## config.mk

```make
export PLATFORM = sky130hd
export DESIGN_NAME = ysyx_24110015_axi_arbiter
export DESIGN_NICKNAME = d
export VERILOG_FILES = /design/src/rtl/ysyx_24110015_axi_arbiter.sv
export SDC_FILE = /design/constraint.sdc
export NUM_CORES = 1
export LEC_CHECK = 0
export CAP_MARGIN = 20
export CORE_AREA = 2 2 173 175
export DETAILED_ROUTE_END_ITERATION = 16
export DIE_AREA = 0 0 175 177
export PLACE_DENSITY = 0.45
export RECOVER_POWER = 50
export SETUP_SLACK_MARGIN = 0.4
export SYNTH_ARGS = -nofsm -noshare
export SYNTH_HDL_FRONTEND = slang
export SYNTH_SLANG_ARGS = --single-unit
```

## constraint.sdc

```tcl
create_clock -name clk -period 2.3 [get_ports clk]
set_clock_uncertainty 0.2 [all_clocks]
set_input_delay 0.46 -clock clk [delete_from_list [all_inputs] [get_ports clk]]
set_output_delay 0.46 -clock clk [all_outputs]
set_load 0.005 [all_outputs]
```

## src/rtl/ysyx_24110015_axi_arbiter.sv

```systemverilog
// rtl/ysyx_24110015_axi_arbiter.sv - two-master round-robin AXI-lite arbiter onto one slave port
module ysyx_24110015_axi_arbiter #(
  parameter bit RR_INIT = 1'b1
) (
  input  logic        clk,
  input  logic        rst,

  input  logic [31:0] m0_araddr,
  input  logic        m0_arvalid,
  output logic        m0_arready,
  output logic [31:0] m0_rdata,
  output logic [1:0]  m0_rresp,
  output logic        m0_rvalid,
  input  logic        m0_rready,
  input  logic [31:0] m0_awaddr,
  input  logic        m0_awvalid,
  output logic        m0_awready,
  input  logic [31:0] m0_wdata,
  input  logic [3:0]  m0_wstrb,
  input  logic        m0_wvalid,
  output logic        m0_wready,
  output logic [1:0]  m0_bresp,
  output logic        m0_bvalid,
  input  logic        m0_bready,

  input  logic [31:0] m1_araddr,
  input  logic        m1_arvalid,
  output logic        m1_arready,
  output logic [31:0] m1_rdata,
  output logic [1:0]  m1_rresp,
  output logic        m1_rvalid,
  input  logic        m1_rready,
  input  logic [31:0] m1_awaddr,
  input  logic        m1_awvalid,
  output logic        m1_awready,
  input  logic [31:0] m1_wdata,
  input  logic [3:0]  m1_wstrb,
  input  logic        m1_wvalid,
  output logic        m1_wready,
  output logic [1:0]  m1_bresp,
  output logic        m1_bvalid,
  input  logic        m1_bready,

  output logic [31:0] s_araddr,
  output logic        s_arvalid,
  input  logic        s_arready,
  input  logic [31:0] s_rdata,
  input  logic [1:0]  s_rresp,
  input  logic        s_rvalid,
  output logic        s_rready,
  output logic [31:0] s_awaddr,
  output logic        s_awvalid,
  input  logic        s_awready,
  output logic [31:0] s_wdata,
  output logic [3:0]  s_wstrb,
  output logic        s_wvalid,
  input  logic        s_wready,
  input  logic [1:0]  s_bresp,
  input  logic        s_bvalid,
  output logic        s_bready,

  output logic        busy
);

  typedef enum logic [2:0] {
    IDLE = 3'd0,
    R0   = 3'd1,
    W0   = 3'd2,
    R1   = 3'd3,
    W1   = 3'd4
  } state_t;

  state_t state;
  logic   last;

  logic req0;
  logic req1;
  logic grant0;
  logic grant1;

  // A master requests when it has either an address read or address write pending.
  assign req0 = m0_arvalid | m0_awvalid;
  assign req1 = m1_arvalid | m1_awvalid;

  // On contention the master that was not granted last wins.
  assign grant0 = req0 & (~req1 | last);
  assign grant1 = req1 & (~req0 | ~last);

  // Arbitration FSM: grant from IDLE, hold the slave until R or B handshake completes.
  always_ff @(posedge clk or posedge rst) begin
    if (rst) begin
      state <= IDLE;
      last  <= RR_INIT;
      busy  <= 1'b0;
    end else begin
      case (state)
        IDLE: begin
          if (grant0) begin
            state <= m0_arvalid ? R0 : W0;
            last  <= 1'b0;
            busy  <= 1'b1;
          end else if (grant1) begin
            state <= m1_arvalid ? R1 : W1;
            last  <= 1'b1;
            busy  <= 1'b1;
          end
        end
        R0: begin
          if (s_rvalid && m0_rready) begin
            state <= IDLE;
            busy  <= 1'b0;
          end
        end
        W0: begin
          if (s_bvalid && m0_bready) begin
            state <= IDLE;
            busy  <= 1'b0;
          end
        end
        R1: begin
          if (s_rvalid && m1_rready) begin
            state <= IDLE;
            busy  <= 1'b0;
          end
        end
        W1: begin
          if (s_bvalid && m1_bready) begin
            state <= IDLE;
            busy  <= 1'b0;
          end
        end
        default: begin
          state <= IDLE;
          busy  <= 1'b0;
        end
      endcase
    end
  end

  // Channel routing: only the granted master's active channels are wired through, all else held at 0.
  always_comb begin
    m0_arready = 1'b0;
    m0_rdata   = 32'd0;
    m0_rresp   = 2'd0;
    m0_rvalid  = 1'b0;
    m0_awready = 1'b0;
    m0_wready  = 1'b0;
    m0_bresp   = 2'd0;
    m0_bvalid  = 1'b0;

    m1_arready = 1'b0;
    m1_rdata   = 32'd0;
    m1_rresp   = 2'd0;
    m1_rvalid  = 1'b0;
    m1_awready = 1'b0;
    m1_wready  = 1'b0;
    m1_bresp   = 2'd0;
    m1_bvalid  = 1'b0;

    s_araddr   = 32'd0;
    s_arvalid  = 1'b0;
    s_rready   = 1'b0;
    s_awaddr   = 32'd0;
    s_awvalid  = 1'b0;
    s_wdata    = 32'd0;
    s_wstrb    = 4'd0;
    s_wvalid   = 1'b0;
    s_bready   = 1'b0;

    case (state)
      R0: begin
        s_araddr   = m0_araddr;
        s_arvalid  = m0_arvalid;
        m0_arready = s_arready;
        m0_rdata   = s_rdata;
        m0_rresp   = s_rresp;
        m0_rvalid  = s_rvalid;
        s_rready   = m0_rready;
      end
      R1: begin
        s_araddr   = m1_araddr;
        s_arvalid  = m1_arvalid;
        m1_arready = s_arready;
        m1_rdata   = s_rdata;
        m1_rresp   = s_rresp;
        m1_rvalid  = s_rvalid;
        s_rready   = m1_rready;
      end
      W0: begin
        s_awaddr   = m0_awaddr;
        s_awvalid  = m0_awvalid;
        m0_awready = s_awready;
        s_wdata    = m0_wdata;
        s_wstrb    = m0_wstrb;
        s_wvalid   = m0_wvalid;
        m0_wready  = s_wready;
        m0_bresp   = s_bresp;
        m0_bvalid  = s_bvalid;
        s_bready   = m0_bready;
      end
      W1: begin
        s_awaddr   = m1_awaddr;
        s_awvalid  = m1_awvalid;
        m1_awready = s_awready;
        s_wdata    = m1_wdata;
        s_wstrb    = m1_wstrb;
        s_wvalid   = m1_wvalid;
        m1_wready  = s_wready;
        m1_bresp   = s_bresp;
        m1_bvalid  = s_bvalid;
        s_bready   = m1_bready;
      end
      default: begin
      end
    endcase
  end

endmodule

```

==> metrics.md <==
| Metric | Value |
|---|---|
| Status | complete, but fails checks |
| Violated checks | setup timing |
| MaxCap Viol Count | 0 |
| Clk root buf | clkbuf_16 |
| Wirelength per Cell | 19.4 um |
| Sequential cell area fraction in the yosys report | 6.27% |
| Max_slew headroom | 78.9% |
| Cell area after placement | 7270 um2 |
| Global-route wire length before repair | 32,600 um |
| Port Buf Inserts | 440 |
| CTS tree | built |
| Worst-margin pin slew | 0.314 ns |
| Mapped Cells | 265 |
| #FFs+latches synth | 5 |
| Syn Std Cell Area | 2020 um2 |
| Post-layout util | 32.0% |
| Final setup fails | 182 |
| Type of the worst min-delay path | flip-flop to flip-flop |
| Synth cell types | 28 |
| Vias after detailed routing | 4,703 |
| # H-tree levels | 1 |
| FF+latch area | 130 um2 |
| # rows | 63 |
| Tot Pwr | 8.71 mW |
| Initial core utilization | 6.90% |
| Place WS | -0.327 ns |
| Worst-Skew Late Latency | 0.23 ns |
| CTS Buffer Depth | 2 |
| Area of the multi-input gates | 1950 um2 |
| Post-DP HPWL | 17,600 um |
| WP data arrival | 1.95 ns |
| Ports | 441 |
| P&R area growth vs syn | 364% |
| Clk pin slew, worst setup/hold paths | 0.03 ns |
| Cts hold-fix bufs | 0 |
| Drt total wl | 24,400 um |
| Drt first pass iters | 4 |
| Initial DRC count | 78 |
| Horiz. Die Dim | 175 um |
| Crit Path Class | flip-flop to output pin |
| Fin crit share | 113% |
| Vias in the first global route | 4,880 |
| Layout cells sized above 1 | 55.2% |
| RSZ-0062 raised after global routing | yes |
| Commonest non-fill, non-tap cells in the layout | 251 x clkdlybuf4s50_1, 195 x buf_6, 97 x a22o_1 |
| CP max stage cell | dfrtp_2 |
| Fin. Hold Viols | 0 |
| Fin crit period | 2.61 ns |
| Via density | 3.74 |
| Pin count of the biggest net entering global routing | 14 |
| Final Max Slew Viols | 0 |
| Number of synthesis warnings | 0 |
| VDD IR max | 0.000493 V |
| Startpoint Class | flip-flop |
| Antenna-violating nets left | 0 |
| Nets@finish | 1,121 |
| Clk sink count | 5 |
| Ant diodes | 0 |
| Synthesized Nets | 518 |
| Setup total negative slack | -29.75 ns |
| Core region area | 29,200 um2 |
| GRT Total Usage | 14.4% |
| Max Clock Freq | 384 MHz |
| PnR worst setup slack | -0.307 ns |
| Critical Path RT | 1.64 ns |
| RePlAce Congestion | 0.803 |
| Cts bufs inserted | 3 |
| Fin area | 9360 um2 |
| Avg Synthesized Cell Area | 7.61 um2 |
| Commonest non-fill, non-tap cell in the layout | clkdlybuf4s50_1 |
| Critical path fanouts, max | 6 |
| Die Y | 177 um |
| Kind of end point of the critical path | output pin |
| Most used cell, CP | buf_6 |
| Grt total ovfl | 0 |
| Lkg Pwr | 4.35 nW |
| Crit path cell chain | nor3b_4, buf_6, buf_12, buf_8, buf_16, buf_6, buf_6, buf_6, a22o_1, buf_2 |
| Worst path max stage delay | 0.45 ns |
| Fill count | 3,041 |
| Die area | 31,000 um2 |
| Antenna violations before repair | 3 |
| Pwr per Cell Area | 930 nW/um2 |
| DR DRC count | 0 |
==> synth_stat cells (all sizes together) <==
cell	count	area (um2)
o211ai	1	7.51
and2	82	513
nor3	2	21.3
inv	4	15.0
buf	28	171
nand2	6	22.5
or3	1	6.26
o21ai	8	40.0
a21oi	3	15.0
a21o	1	7.51
nor2	1	3.75
a22o	105	920
nand2b	3	18.8
dfrtp	4	100
a211o	1	8.76
o221ai	1	15.0
dfstp	1	26.3
nor3b	2	37.5
clkbuf	6	22.5
a22oi	2	15.0
and3b	1	8.76
nor4	1	6.26
mux2	1	15.0
==> logic make-up after synthesis <==
| logic type | after synthesis | share of synthesized area, % |
|---|---|---|
| muxes | 1 | 0.744 |
| DFF | 5 | 6.27 |
| buffers and inverters | 38 | 10.4 |
| AOI/OAI and AO/OA | 122 | 51.0 |
| and+or+nand+nor | 99 | 31.6 |
==> worst paths after layout <==
kind,from,endpoint,slack (ns),cells after the start
setup reg to reg,state[1],state[1],0.46,9
hold / removal,last,last,0.33,2
setup / recovery,state[1],s_wdata[1],-0.31,10
max in group asynchronous,rst,last,1.29,2
min in group asynchronous,rst,state[0],0.37,2
hold reg to reg,last,last,0.33,2
==> flip-flops by register name (all words and copies together) (netlist names) <==
signal,count
busy,1
last,1
state,3
==> critical path, delay by kind of cell (launching register included) <==
| kind | cells | cell delay (ns) |
|---|---|---|
| buffers and inverters | 8 | 0.92 |
| DFF | 1 | 0.45 |
| and+or+nand+nor | 1 | 0.17 |
| AOI/OAI and AO/OA | 1 | 0.16 |
==> metrics by stage <==
stage / instances / hold WS, ns
2_1_floorplan: 265 / 0.0378
3_3_place_gp: 1120 / 0.333
3_5_place_dp: 1120 / 0.326
4_1_cts: 1232 / 0.241
5_1_grt: 1257 / 0.395
6_report: 1257 / 0.334
==> report_power, final <==
part           leakage, nW  switching [mW]  total [mW]  internal [mW]
Sequential          0.0558          0.0752       0.216          0.141
Clock               0.0382          0.0581       0.288          0.230
Combinational         4.26            2.77        8.20           5.44
Total                 4.35            2.90        8.71           5.81
==> area by class of cell <==
cell class,instances,share of cell area [%]
multi-input combinational,222,20.8
timing repair buffer,632,71.6
tap,390,5.21
clock buffer,4,0.842
sequential,5,1.39
inverter,4,0.160
==> metal layers <==
layer	global-route usage, %	wire length [um]	part of all wire [%]	up-vias
li1	-	-	-	2222
met1	15.4	8840	36	2151
met2	28.6	13000	53	299
met3	3.24	1960	8.0	29
met4	3.33	617	2.5	2
met5	0	13	0.053	-
==> what timing repair did <==
action | CTS | global route
endpoints found under the setup margin | 187 | 189
buffers inserted | 90 | 23
pin swaps | 79 | 46
resized for setup | 925 | 155
gates cloned | 18 | 2
Power figures use the tool's default switching activity.
